===== src/rtl/ppu_vram_port.sv =====
// CPU-side PPU register port: decodes $2000/$2002/$2006/$2007, keeps the v/t/w address state
// and issues single-cycle VRAM strobes with auto-increment and a one-deep read buffer.
module ppu_vram_port #(
  parameter int unsigned ADDR_W  = 14,
  parameter int unsigned INC_BIG = 32
) (
  input  logic              clk,
  input  logic              reset,
  input  logic              cpu_cs,
  input  logic              cpu_rw,
  input  logic [2:0]        cpu_addr,
  input  logic [7:0]        cpu_din,
  output logic [7:0]        cpu_dout,
  input  logic [7:0]        status_in,
  output logic              busy,
  output logic [ADDR_W-1:0] vram_addr,
  output logic              vram_we,
  output logic [7:0]        vram_wdata,
  output logic              vram_re,
  input  logic [7:0]        vram_rdata
);

  typedef enum logic [1:0] {StIdle, StWrIssue, StRdIssue, StRdCapture} state_e;

  state_e            state_q, state_d;
  logic [ADDR_W-1:0] v_q, v_d;
  logic [ADDR_W-1:0] t_q, t_d;
  logic [ADDR_W-1:0] inc;
  logic              w_q, w_d;
  logic              inc32_q, inc32_d;
  logic [7:0]        rbuf_q, rbuf_d;
  logic [7:0]        wbuf_q, wbuf_d;
  logic [7:0]        dout_q, dout_d;

  always_ff @(posedge clk) begin
    if (reset) begin
      state_q <= StIdle;
      v_q     <= '0;
      t_q     <= '0;
      w_q     <= 1'b0;
      inc32_q <= 1'b0;
      rbuf_q  <= '0;
      wbuf_q  <= '0;
      dout_q  <= '0;
    end else begin
      state_q <= state_d;
      v_q     <= v_d;
      t_q     <= t_d;
      w_q     <= w_d;
      inc32_q <= inc32_d;
      rbuf_q  <= rbuf_d;
      wbuf_q  <= wbuf_d;
      dout_q  <= dout_d;
    end
  end

  always_comb begin
    state_d = state_q;
    v_d     = v_q;
    t_d     = t_q;
    w_d     = w_q;
    inc32_d = inc32_q;
    rbuf_d  = rbuf_q;
    wbuf_d  = wbuf_q;
    dout_d  = dout_q;
    inc     = inc32_q ? ADDR_W'(INC_BIG) : ADDR_W'(1);

    unique case (state_q)
      StIdle: begin
        // Strobes arriving in any other state are dropped.
        if (cpu_cs) begin
          if (cpu_rw) begin
            case (cpu_addr)
              3'd2: begin
                dout_d = status_in;
                w_d    = 1'b0;
              end
              3'd7: begin
                dout_d  = rbuf_q;
                state_d = StRdIssue;
              end
              default: ;
            endcase
          end else begin
            case (cpu_addr)
              3'd0: inc32_d = cpu_din[2];
              3'd6: begin
                if (!w_q) begin
                  t_d[ADDR_W-1:8] = cpu_din[ADDR_W-9:0];
                  w_d             = 1'b1;
                end else begin
                  t_d[7:0] = cpu_din;
                  v_d      = {t_q[ADDR_W-1:8], cpu_din};
                  w_d      = 1'b0;
                end
              end
              3'd7: begin
                wbuf_d  = cpu_din;
                state_d = StWrIssue;
              end
              default: ;
            endcase
          end
        end
      end
      StWrIssue: begin
        v_d     = v_q + inc;
        state_d = StIdle;
      end
      StRdIssue: state_d = StRdCapture;
      StRdCapture: begin
        rbuf_d  = vram_rdata;
        v_d     = v_q + inc;
        state_d = StIdle;
      end
      default: state_d = StIdle;
    endcase
  end

  assign cpu_dout   = dout_q;
  assign busy       = (state_q != StIdle);
  assign vram_addr  = v_q;
  assign vram_we    = (state_q == StWrIssue);
  assign vram_wdata = wbuf_q;
  assign vram_re    = (state_q == StRdIssue);

endmodule

===== config.mk =====
export PLATFORM = sky130hd
export DESIGN_NAME = ppu_vram_port
export DESIGN_NICKNAME = d
export VERILOG_FILES = /design/src/rtl/ppu_vram_port.sv
export SDC_FILE = /design/constraint.sdc
export NUM_CORES = 1
export LEC_CHECK = 0
export ABC_CLOCK_PERIOD_IN_PS = 2700
export CAP_MARGIN = 10
export CORE_MARGIN = 3
export CORE_UTILIZATION = 45
export CTS_BUF_LIST = sky130_fd_sc_hd__clkbuf_2 sky130_fd_sc_hd__clkbuf_4 sky130_fd_sc_hd__clkbuf_8
export CTS_CLUSTER_SIZE = 8
export DETAILED_ROUTE_END_ITERATION = 6
export HOLD_SLACK_MARGIN = 0.02
export PLACE_DENSITY = 0.75
export SLEW_MARGIN = 10
export SYNTH_ARGS = -nofsm -noshare
export SYNTH_HDL_FRONTEND = slang
export SYNTH_SLANG_ARGS = --single-unit

===== constraint.sdc =====
create_clock -name clk -period 2.7 [get_ports clk]
set_input_delay 0.405 -clock clk [delete_from_list [all_inputs] [get_ports clk]]
set_output_delay 0.405 -clock clk [all_outputs]
set_load 0.1 [all_outputs]

==> summary.md <==
| Metric | Value |
|---|---|
| ANT nets after route | `0` |
| Routability cong. | `0.886` |
| Initial Util | `48.5%` |
| Hold Crit Depth | `2` |
| Fmax | `469 MHz` |
| Slew @ Worst Pin | `0.572 ns` |
| H-Tree Depth | `2` |
| Die area | `6200 µm²` |
| Int Pwr | `1030 µW` |
| Mapped cell area | `2380 µm²` |
| First-pass GRT wire length | `10000 µm` |
| DR vias/cell | `5.54` |
| Layout cell share with drive strength beyond 1 | `17.7%` |
| Reg-to-Reg End | `vram_addr[9]$_SDFFE_PP0P_` |
| GR Layer Usage met1 | `28.5%` |
| Root Driver | `clkbuf_8` |
| Largest area contributor in the netlist | `dfxtp_1` |
| Crit path max fanout | `6` |
| Post-Place Cells | `393` |
| Die W | `78.8 µm` |
| Critical Path RT | `2.88 ns` |
| Clock slew at reported path FFs | `0.08 ns` |
| Period utilization | `79.0%` |
| Post-CTS Setup Bufs | `0` |
| Vias | `2220` |
| Sequential share of power | `51.4%` |
| Final Hold Viols | `0` |
| Total gr overflow | `0` |
| Nets | `367` |
| Grt peak-use layer | `met2` |
| Clock Skews | `0.00183 ns` |
| Yosys reg bits | `48` |
| N_diodes | `0` |
| NetSw | `385 µW` |
| IR drop worst, VDD | `0.258 mV` |
| Vias in the first global route | `2089` |
| Buffers on Ports | `63` |
| Pwr/cell area | `453 nW/µm²` |
| I/O Pins | `64` |
| Worst Hold End | `rbuf_q[5]$_SDFFE_PP0P_` |
| GRT Util Overall | `20.6%` |
| Critical Path Source Type | `primary input` |
| Clock Sinks | `48` |
| CTS resizes | `0` |
| DR pass1 iterations | `4` |
| Num CTS Buffers | `5` |
| Max-slew headroom | `61.5%` |
| Drt wl/cell | `15.0 µm` |
| Critical path class | `primary input to flip-flop` |
| Status | `finished, final reports clean` |
| Async SR Flop Fraction | `0%` |
| Maximum number of pins on one net before global-route repair | `49` |
| Hold Startpoint | `rbuf_q[5]$_SDFFE_PP0P_` |
| GR Util met3 | `4.88%` |
| Setup Total Neg Slack | `0 ns` |
| CTS tree | `yes` |
| Syn avg cell area | `8.79 µm²` |
| Synth area leaders | `dfxtp_1 40%, mux2i_1 12%, a211oi_1 5.4%, nor2_1 4.9%, nand3_1 4.0%` |
| Post-synth top flop | `dfxtp_1` |
| Register area share after synthesis | `40.3%` |
| Synthesized instance count | `271` |
| Power share of the clock group | `32.8%` |
| Number of synthesized flops with an enable pin | `0` |
| CORE AREA | `4910 µm²` |
| Netlist cell types | `50` |
| MaxCap Viol Count | `0` |
| Synth top area share | `40.3%` |
| Switching Share | `27.2%` |
| Layout area overhead | `31.3%` |
| Slew Limit Fails | `0` |
| Iteration-0 DRC count of the detailed router | `166` |
| # DRC | `0` |
| LEAKAGE | `0.00120 µW` |
| Post-DP HPWL | `4430 µm` |
| Post-CTS Hold Fix Bufs | `0` |
| Synth warn | `0` |
| Register-to-register setup slack | `0.74 ns` |
| Unrepaired setup endpoints after global routing | `false` |
| Clk buf depth | `2` |
| Final wirelength | `6030 µm` |
| Cell Count, Final, Fillers Out | `401` |
| # setup viols final | `0` |
| Gate power share | `15.8%` |
| Chip height | `78.8 µm` |
| Worst R2R Path Depth | `5` |
| Row Count | `25` |
| Worst Setup End Kind | `flip-flop` |
| RR Startpoint | `state_q[0]$_SDFFE_PP0P_` |
| Critical path data arrival time | `2.31 ns` |
| Initial antenna violation count | `0` |
| Post-layout min period | `2.13 ns` |
| Clock latency at the later pin of the worst-skew pair | `0.30 ns` |
| Hold Path Class | `flip-flop to flip-flop` |
| FILL cells | `437` |
| Met2 Resource Use GR | `30.1%` |
| Syn Nets | `305` |
[cell usage after synthesis (all sizes together), types with 2 or more instances]
cell / n
a2111oi: 2
a211oi: 17
a21oi: 13
a311o: 2
a311oi: 3
a31oi: 5
and3: 5
and4: 2
buf: 6
clkbuf: 11
dfxtp: 48
ha: 3
inv: 7
mux2i: 28
nand2: 22
nand3: 19
nand4: 3
nor2: 32
nor2b: 2
nor3: 10
nor4: 2
nor4b: 2
o21ai: 4
o31ai: 2
or4: 2
or4b: 2
xor2: 2
[layer usage]
metal	up-vias	wire length, µm
li1	1127	-
met1	1029	2910
met2	53	2610
met3	11	349
met4	0	152
met5	-	0
[cell usage in the layout (no fill, tap or decap), types with 2 or more instances in the layout]
cell             Yosys  layout
nand2_1             22      22
a311o_1              2       2
or4_1                2       2
a2111oi_0            2       2
a311oi_1             3       3
nor3_1               9       9
clkbuf_4             0       2
clkdlybuf4s50_1      0      30
ha_1                 3       3
nor2_1              31      31
mux2i_1             28      28
o21ai_0              4       4
a31oi_1              5       5
dfxtp_1             48      48
nand4_1              3       3
a21oi_1             13      13
nor2b_1              2       2
and4_1               2       2
nand3_1             19      19
and3_1               5       5
clkbuf_8             0       6
a211oi_1            17      17
buf_12               0       2
o31ai_1              2       2
xor2_1               2       2
buf_4                1      40
inv_1                7       7
[worst max-delay path by stage]
stage | start | to | slack (ns) | depth (start not counted)
floorplan | state_q[0]$_SDFFE_PP0P_ | vram_we | 0.09 | 4
global placement | cpu_addr[0] | t_q[12]$_SDFFE_PP0P_ | 0.29 | 5
detailed placement | cpu_cs | t_q[12]$_SDFFE_PP0P_ | 0.25 | 5
CTS | cpu_cs | t_q[10]$_SDFFE_PP0P_ | 0.57 | 5
global route | cpu_cs | t_q[9]$_SDFFE_PP0P_ | 0.44 | 5
finish | cpu_cs | t_q[10]$_SDFFE_PP0P_ | 0.57 | 5
[power groups by stage]
stage | Clock (µW) | Combinational, µW | Sequential, µW
after global routing | 511 | 236 | 730
after global placement | 0 | 222 | 745
after CTS | 479 | 224 | 728
after detailed placement | 0 | 223 | 745
after floorplan | 0 | 77.1 | 806
final | 465 | 223 | 728
[through the flow]
| stage | power, µW | instance area [µm²] | setup slack [ns] | hold slack [ns] | utilization, % |
|---|---|---|---|---|---|
| finish | 1420 | 3130 | 0.567 | 0.457 | 63.7 |
| global route | 1480 | 3130 | 0.435 | 0.479 | 63.7 |
| CTS | 1430 | 3130 | 0.570 | 0.459 | 63.7 |
| detailed placement | 968 | 3030 | 0.251 | 0.447 | 61.7 |
| global placement | 967 | 3030 | 0.285 | 0.441 | 61.7 |
| floorplan | 883 | 2380 | 0.0928 | 0.436 | - |
[layout make-up]
class	count	area, µm²	share of cell area, %
Clock buffer	8	97.6	3.12
Tap cell	67	83.8	2.68
Inverter	7	26.3	0.840
Timing Repair Buffer	72	641	20.5
Multi-Input combinational cell	199	1320	42.1
Sequential cell	48	961	30.7
[cell families (layout without fill, tap and decap cells)]
group | Yosys count | in the layout | share of synthesized area, %
buffers and inverters | 24 | 87 | 4.36
DFF | 48 | 48 | 40.3
xor gates and xnor gates | 2 | 2 | 0.735
muxes | 28 | 28 | 11.8
and+or+nand+nor | 110 | 110 | 25.0
adders and majority gates | 3 | 3 | 1.58
AOI/OAI and AO/OA | 56 | 56 | 16.2
[sequential cells by signal, indices dropped and copies added (netlist names)]
register,flops
vram_addr,14
cpu_dout,8
rbuf_q,8
vram_wdata,8
t_q,6
state_q,2
inc32_q,1
w_q,1
[critical path, stage by stage]
cell             delay [ns]
clkdlybuf4s50_1        0.56
or4b_4                 0.53
nor4_4                 0.51
mux2i_1                0.25
nor2_1                 0.06
Power figures use the tool's default switching activity.
